==> config.mk <==
export PLATFORM = sky130hd
export DESIGN_NAME = cache_mem_arbiter
export DESIGN_NICKNAME = d
export VERILOG_FILES = /design/src/rtl/cache_mem_arbiter.sv
export SDC_FILE = /design/constraint.sdc
export NUM_CORES = 1
export LEC_CHECK = 0
export ABC_AREA = 1
export ABC_CLOCK_PERIOD_IN_PS = 1400
export BUFFER_PORTS_ARGS = -buffer_cell sky130_fd_sc_hd__buf_2
export CAP_MARGIN = 20
export CORE_MARGIN = 2
export CORE_UTILIZATION = 44
export CTS_CLUSTER_SIZE = 10
export DETAILED_ROUTE_END_ITERATION = 8
export GPL_ROUTABILITY_DRIVEN = 0
export PLACE_DENSITY = 0.74
export SLEW_MARGIN = 20
export SYNTH_ARGS = -nofsm -noshare
export SYNTH_HDL_FRONTEND = slang
export SYNTH_SLANG_ARGS = --single-unit
==> constraint.sdc <==
create_clock -name clk -period 1.4 [get_ports clk]
set_input_delay 0.21 -clock clk [delete_from_list [all_inputs] [get_ports clk]]
set_output_delay 0.21 -clock clk [all_outputs]
set_load 0.03 [all_outputs]
==> src/rtl/cache_mem_arbiter.sv <==
// Round-robin arbiter that shares one memory port between the I-cache and D-cache.
// One transaction is outstanding at a time. A per-transaction timeout completes with err=1.
//
// state | meaning
// IDLE  | sample i_req/d_req, pick a winner, launch the memory request
// BUSY  | mem_* held stable, waiting for mem_ack or the timeout
// RESP  | one-cycle ack pulse to the winner, then back to IDLE
module cache_mem_arbiter #(
    parameter int ADDR_WIDTH     = 32,
    parameter int DATA_WIDTH     = 32,
    parameter int TIMEOUT_CYCLES = 255
) (
    input  logic                    clk,
    input  logic                    rst_n,
    input  logic                    i_req,
    input  logic [ADDR_WIDTH-1:0]   i_addr,
    output logic [DATA_WIDTH-1:0]   i_rdata,
    output logic                    i_ack,
    output logic                    i_err,
    input  logic                    d_req,
    input  logic                    d_we,
    input  logic [ADDR_WIDTH-1:0]   d_addr,
    input  logic [DATA_WIDTH-1:0]   d_wdata,
    input  logic [DATA_WIDTH/8-1:0] d_wstrb,
    output logic [DATA_WIDTH-1:0]   d_rdata,
    output logic                    d_ack,
    output logic                    d_err,
    output logic                    mem_req,
    output logic                    mem_we,
    output logic [ADDR_WIDTH-1:0]   mem_addr,
    output logic [DATA_WIDTH-1:0]   mem_wdata,
    output logic [DATA_WIDTH/8-1:0] mem_wstrb,
    input  logic [DATA_WIDTH-1:0]   mem_rdata,
    input  logic                    mem_ack
);

    localparam int SW = DATA_WIDTH / 8;
    localparam int CW = (TIMEOUT_CYCLES > 1) ? $clog2(TIMEOUT_CYCLES) : 1;
    localparam logic [CW-1:0] CNT_LAST = CW'((TIMEOUT_CYCLES > 0) ? TIMEOUT_CYCLES - 1 : 0);
    localparam bit TIMEOUT_EN = (TIMEOUT_CYCLES != 0);

    typedef enum logic [1:0] {
        IDLE = 2'd0,
        BUSY = 2'd1,
        RESP = 2'd2
    } state_t;

    state_t          state;
    logic [CW-1:0]   cnt;
    logic            last_d;
    logic            owner_d;

    logic            any_req;
    logic            grant_d;
    logic            done;
    logic            rsp_err;
    logic [DATA_WIDTH-1:0] rsp_data;

    // On contention the side that did not win last time gets the port.
    always_comb begin
        any_req  = i_req | d_req;
        grant_d  = d_req & (~i_req | ~last_d);
        done     = mem_ack | (TIMEOUT_EN & (cnt == CNT_LAST));
        rsp_err  = ~mem_ack;
        rsp_data = mem_ack ? mem_rdata : '0;
    end

    always_ff @(posedge clk or negedge rst_n) begin
        if (!rst_n) begin
            state     <= IDLE;
            cnt       <= '0;
            last_d    <= 1'b1;
            owner_d   <= 1'b0;
            i_rdata   <= '0;
            i_ack     <= 1'b0;
            i_err     <= 1'b0;
            d_rdata   <= '0;
            d_ack     <= 1'b0;
            d_err     <= 1'b0;
            mem_req   <= 1'b0;
            mem_we    <= 1'b0;
            mem_addr  <= '0;
            mem_wdata <= '0;
            mem_wstrb <= '0;
        end else begin
            i_ack <= 1'b0;
            d_ack <= 1'b0;
            case (state)
                IDLE: begin
                    if (any_req) begin
                        state   <= BUSY;
                        cnt     <= '0;
                        owner_d <= grant_d;
                        last_d  <= grant_d;
                        mem_req <= 1'b1;
                        if (grant_d) begin
                            mem_we    <= d_we;
                            mem_addr  <= d_addr;
                            mem_wdata <= d_wdata;
                            mem_wstrb <= d_we ? d_wstrb : {SW{1'b0}};
                        end else begin
                            mem_we    <= 1'b0;
                            mem_addr  <= i_addr;
                            mem_wdata <= '0;
                            mem_wstrb <= '0;
                        end
                    end
                end
                BUSY: begin
                    if (done) begin
                        state     <= RESP;
                        cnt       <= '0;
                        mem_req   <= 1'b0;
                        mem_we    <= 1'b0;
                        mem_addr  <= '0;
                        mem_wdata <= '0;
                        mem_wstrb <= '0;
                        if (owner_d) begin
                            d_ack   <= 1'b1;
                            d_rdata <= rsp_data;
                            d_err   <= rsp_err;
                        end else begin
                            i_ack   <= 1'b1;
                            i_rdata <= rsp_data;
                            i_err   <= rsp_err;
                        end
                    end else begin
                        cnt <= cnt + 1'b1;
                    end
                end
                RESP: begin
                    state <= IDLE;
                end
                default: begin
                    state <= IDLE;
                end
            endcase
        end
    end

endmodule

After elaboration in Yosys (flattened, before gate mapping):

Index checks and enable logic that the tools add are counted.

* add/subtract/negate cells: 1
* multipliers: 0
* divide/modulo/power cells: 0
* magnitude comparators: 0
* eq/ne operators: 4
* shifts and indexed selects: 0
* muxes and demuxes: 31
* bitwise operators: 8
* reductions and logical operators: 8

Operators with widths (count)
* 2-to-1 mux 32 bit: 6
* one-hot mux 32 bit (2 select lines): 2
* 2-to-1 mux 4 bit: 4
* 2-to-1 mux 8 bit: 2
* one-hot mux 8 bit (2 select lines): 1
* 2-to-1 mux 1 bit: 10
* AND reduction 3 bit: 3
* adder 8 x 1 -> 8 bit (second input constant): 1
* == test 8 bit (second input constant): 1
* one-hot mux 4 bit (2 select lines): 1
* AND reduction 2 bit: 3
* 2-to-1 mux 2 bit: 2
* inequality test 2 bit (second input constant): 2
* NOT 1 bit: 4
* one-hot mux 1 bit (2 select lines): 2
* one-hot mux 2 bit (2 select lines): 1
* OR 1 bit: 3
* == test 2 x 1 -> 1 bit (second input constant): 1
* zero test 2 bit: 1
* nonzero test 2 bit: 1
* bitwise AND 1 bit: 1

* register bits: 150
* bits in latches: 0
* memory bits (writable): 0
* memory bits (read-only): 0
* input port bits: 138
* output and inout port bits: 138
* memories: 0

Depth between registers and ports, before layout:

* word-level depth: 6
* gate-level depth with buffers: 10
* depth with buffers taken out: 10

Least setup slack after synthesis:

Ideal clock, no wire load.

* kind: register to register
* start: register cnt[0]
* end: register mem_addr[23]
* library setup time: 0.121 ns
* arrival time: 1.273 ns
* data required time: 1.279 ns
* path slack: 0.006 ns
* cell stages (with the launch flop): 11
* clock period less this slack: 1.394 ns
* path through: dfrtp_1 -> inv_1 -> ha_1 -> nand2_1 -> nor2_1 -> nand2_2 -> nand2_4 -> nand2_4 -> buf_6 -> nand3_2 -> nand2_1

* cells in the longest elaborated chain, start to end: 4

RTL lines
* from (decl): RTL line 49 `logic [CW-1:0] cnt;`
* from (signal assigned): RTL line 128 `cnt <= cnt + 1'b1;`
* == test 8 bit: RTL line 63 `done = mem_ack | (TIMEOUT_EN & (cnt == CNT_LAST));`
* OR 1 bit: RTL line 63
* inequality test 2 bit (no source line)
* AND reduction 3 bit (no source line)
* to (signal assigned): RTL line 98 `mem_addr <= d_addr;`
* to (signal assigned): RTL line 103 `mem_addr <= i_addr;`
* to (decl): RTL line 30 `output logic [ADDR_WIDTH-1:0] mem_addr,`

No other way between the ends.
A chain may end at the register's enable or synchronous reset.

Worst setup path after layout:

* start: register cnt[0]
* end: register i_rdata[12]

* cells in the longest elaborated chain, start to end: 3

RTL lines
* == test 8 bit: RTL line 63
* OR 1 bit: RTL line 63
* AND reduction 3 bit (no source line)
* to (signal assigned): RTL line 124 `i_rdata <= rsp_data;`
* to (decl): RTL line 17 `output logic [DATA_WIDTH-1:0] i_rdata,`

No other way between the ends.

==> flow_summary.ini <==
[cells_and_area]
design_area_um2 = 9460
layout_commonest_cell = buf_2
nets = 1179
final_cells = 1239
drive_gt1_share_pct = 39.7
syn2layout_area_growth_pct = 41.7
layout_common_cells = buf_2 (274), nand2_1 (264), dfrtp_1 (149), nand4_1 (66), nand3_1 (60)
fillers = 1246
diodes = 0

[setup_path]
crit_path_frequent_cell = nand2_1
path_delay_family = simple AND/OR/NAND/NOR gates
crit_buf_inv = 2
path_cells = inv_1 -> ha_1 -> nand2_1 -> nor2_2 -> nand2_2 -> nand2_4 -> nand3_4 -> clkbuf_16 -> nand2_1 -> nand2_1
r2r_cells = 10
critical_path.max_fanout = 13
slowest_stage = dfrtp_1
arrival_ps = 1840
critPathLaunchType = register
cpPeakStageDelay_ps = 380
r2r_start = cnt[0]$_DFFE_PN0P_
endpoint_kind = register
reg2reg_setup_slack_ps = -130
cp.required_ps = 1700
rr_endpoint = i_rdata[12]$_DFFE_PN0P_
worstSetupPathType = register to register

[clock_network]
clk_pin_slew_ps = 60
worstSkewPairLatency_ps = 420
numCtsBuffers = 17
clock-sinks = 150
htreeDepth = 4
cts_tree = built
root_buffer = clkbuf_16
cts_buffer_depth = 2

[power]
switchingPower_mw = 10.6
p_per_area_nw_per_um2 = 2410
leakagePower_nw = 5.29
pwr-share-comb_pct = 48.7
p_clk_share_pct = 19.6
internal-power_mw = 12.3
p_sw_share_pct = 46.3
peakVddDrop_uv = 1050
seqPwrFrac_pct = 31.7

[timing]
period_minus_slack_ps = 1530
holdWs_ps = -0.809
fin_setup_tns_ps = -5630
clock-skew-final_ps = 9.91
hold_viol_final = 1
timing.final.ws_setup_ps = -133
finalSetupViolations = 135
max_freq_ghz = 0.652
maxSlewViolCount = 0
relSlewSlack_pct = 65.8
rsz0062_at_grt = yes
min_period_over_period_pct = 109
worst_pin_slew_ps = 512

[synth]
syn_inst = 723
synth_cell_type_count = 25
yosys_register_bits = 150
syn_area_um2 = 6680
yosys.area_share.adder_pct = 0.375
yosysSeqAreaShare_pct = 56.2
synth_compound_area_share_pct = 4.16
synth_mux_area_share_pct = 0
syn_avg_cell_area_um2 = 9.24
synth_nets = 863
yosys_warnings = 0
synth_top_family_by_area = simple AND/OR/NAND/NOR gates
yosys.area_share.simple_pct = 32.4
synthXorXnorAreaFrac_pct = 0.525

[global_routing]
track_usage_pct = 24.3
grt_pass1_vias = 6222
grt_pass1_wl_mm = 31.1
grt.overflow.total = 0
grt_max_degree = 65
antenna_found_initial = 0

[min_path]
min_to = mem_wdata[7]$_DFFE_PN0P_
hold_depth = 3
hold_class = primary input to register
worstHoldStart = d_wdata[7]

[run]
maxCapViolCount = 0

[floorplan]
ios = 276
start_util_pct = 44.4
chipHeight_um = 127
num_rows = 45
die-area_um2 = 16200
die_x_um = 127
core-area_um2 = 15000

[placed_design]
port_buffers = 275
dp_cells = 1172
dpl.hpwl_mm = 13.1
postPlaceCellArea_um2 = 8450

[status]
violations = negative hold slack, negative setup slack
status = finished with violations

[routing]
drcViolationCount = 0
firstDrtPassIters = 5
ant_nets = 0
wl_per_cell_um = 16.0
viasPerCell = 5.18
first_iter_violations = 304
totalWireLength_mm = 19.8
vias = 6416
[power groups by stage]
| stage | Sequential, mW | Clock, mW | Combinational, mW |
|---|---|---|---|
| floorplan | 10.7 | 0 | 3.77 |
| global placement | 7.18 | 0 | 10.7 |
| detailed placement | 7.23 | 0 | 10.8 |
| CTS | 7.20 | 4.58 | 10.9 |
| global route | 7.45 | 4.74 | 12.0 |
| finish | 7.23 | 4.48 | 11.1 |
[synth_stat cells]
cell type | n | area (um2)
a21oi_1 | 1 | 5.00
buf_2 | 11 | 55.1
buf_4 | 7 | 52.6
buf_6 | 14 | 158
clkbuf_1 | 22 | 82.6
clkinv_1 | 1 | 3.75
dfrtp_1 | 149 | 3730
dfstp_2 | 1 | 26.3
ha_1 | 2 | 25.0
inv_1 | 18 | 67.6
nand2_1 | 270 | 1010
nand2_2 | 2 | 12.5
nand2_4 | 2 | 22.5
nand3_1 | 62 | 310
nand3_2 | 12 | 120
nand3_4 | 2 | 35.0
nand4_1 | 66 | 413
nor2_1 | 5 | 18.8
nor2_2 | 1 | 6.26
nor2_8 | 1 | 20.0
o211ai_1 | 31 | 233
o21ai_0 | 8 | 40.0
or2_2 | 31 | 194
xnor2_1 | 1 | 8.76
xor2_1 | 3 | 26.3
[final cells by class]
cell class,instances,area (um2),share of cell area [%]
clock buffer,19,453,4.79
clock inverter,12,130,1.38
inverter,19,71.3,0.754
multi-input combinational,501,2570,27.1
sequential,150,3750,39.7
tap,188,235,2.49
timing repair buffer,350,2250,23.8
[how the worst max path moves through the flow]
| stage | startpoint | endpoint | slack [ps] | cells past startpoint |
|---|---|---|---|---|
| global placement | cnt[0]$_DFFE_PN0P_ | mem_addr[31]$_DFFE_PN0P_ | -40 | 11 |
| global route | cnt[0]$_DFFE_PN0P_ | i_rdata[12]$_DFFE_PN0P_ | -200 | 10 |
| CTS | cnt[0]$_DFFE_PN0P_ | i_rdata[10]$_DFFE_PN0P_ | -70 | 10 |
| floorplan | cnt[0]$_DFFE_PN0P_ | mem_addr[23]$_DFFE_PN0P_ | 6 | 10 |
| finish | cnt[0]$_DFFE_PN0P_ | i_rdata[12]$_DFFE_PN0P_ | -130 | 10 |
| detailed placement | state[0]$_DFFE_PN0P_ | mem_wdata[18]$_DFFE_PN0P_ | -70 | 6 |
[kinds of logic (layout without fill, tap and decap cells)]
family,after synthesis,in the layout
AOI/OAI and AO/OA,40,40
xor gates and xnor gates,4,4
adders and majority gates,2,2
buffers and inverters,73,400
DFF,150,150
and+or+nand+nor,454,455
[metrics by stage]
stage	utilization, %	setup slack, ps	power, mW
floorplan	-	6.11	14.5
global placement	56.2	-44.4	17.9
detailed placement	56.2	-70.1	18.1
CTS	62.3	-68.5	22.7
global route	62.9	-200	24.2
finish	62.9	-133	22.8
[worst min-delay path: cells and delay by family]
family	cells	cell delay [ps]
simple gates	2	90
buf+inv	1	80
[what timing repair did]
item | in CTS | in global routing
resized for setup | 3 | 13
setup endpoints to repair | 137 | 147
hold buffers | 32 | 0
pin swaps | 0 | 2
cloned | 0 | 3
endpoints found under the hold margin | 69 | 0
buffers inserted | 0 | 1
[state kept, by name (all words and copies together), names as in the netlist]
signal     flops
d_rdata       32
d_ack          1
mem_req        1
mem_wstrb      4
mem_addr      32
last_d         1
mem_we         1
state          2
mem_wdata     32
i_rdata       32
i_ack          1
cnt            8
i_err          1
owner_d        1
d_err          1
[routing by layer]
metal  part of all wire [%]  track usage (%)  vias to the layer above
li1                       -                -                     3043
met1                     40             29.6                     3029
met2                     49             40.2                      287
met3                    7.0             5.99                       57
met4                    4.2             12.6                        0
met5                      0                0                        -
Note: power is estimated with default switching activity, not from simulation.
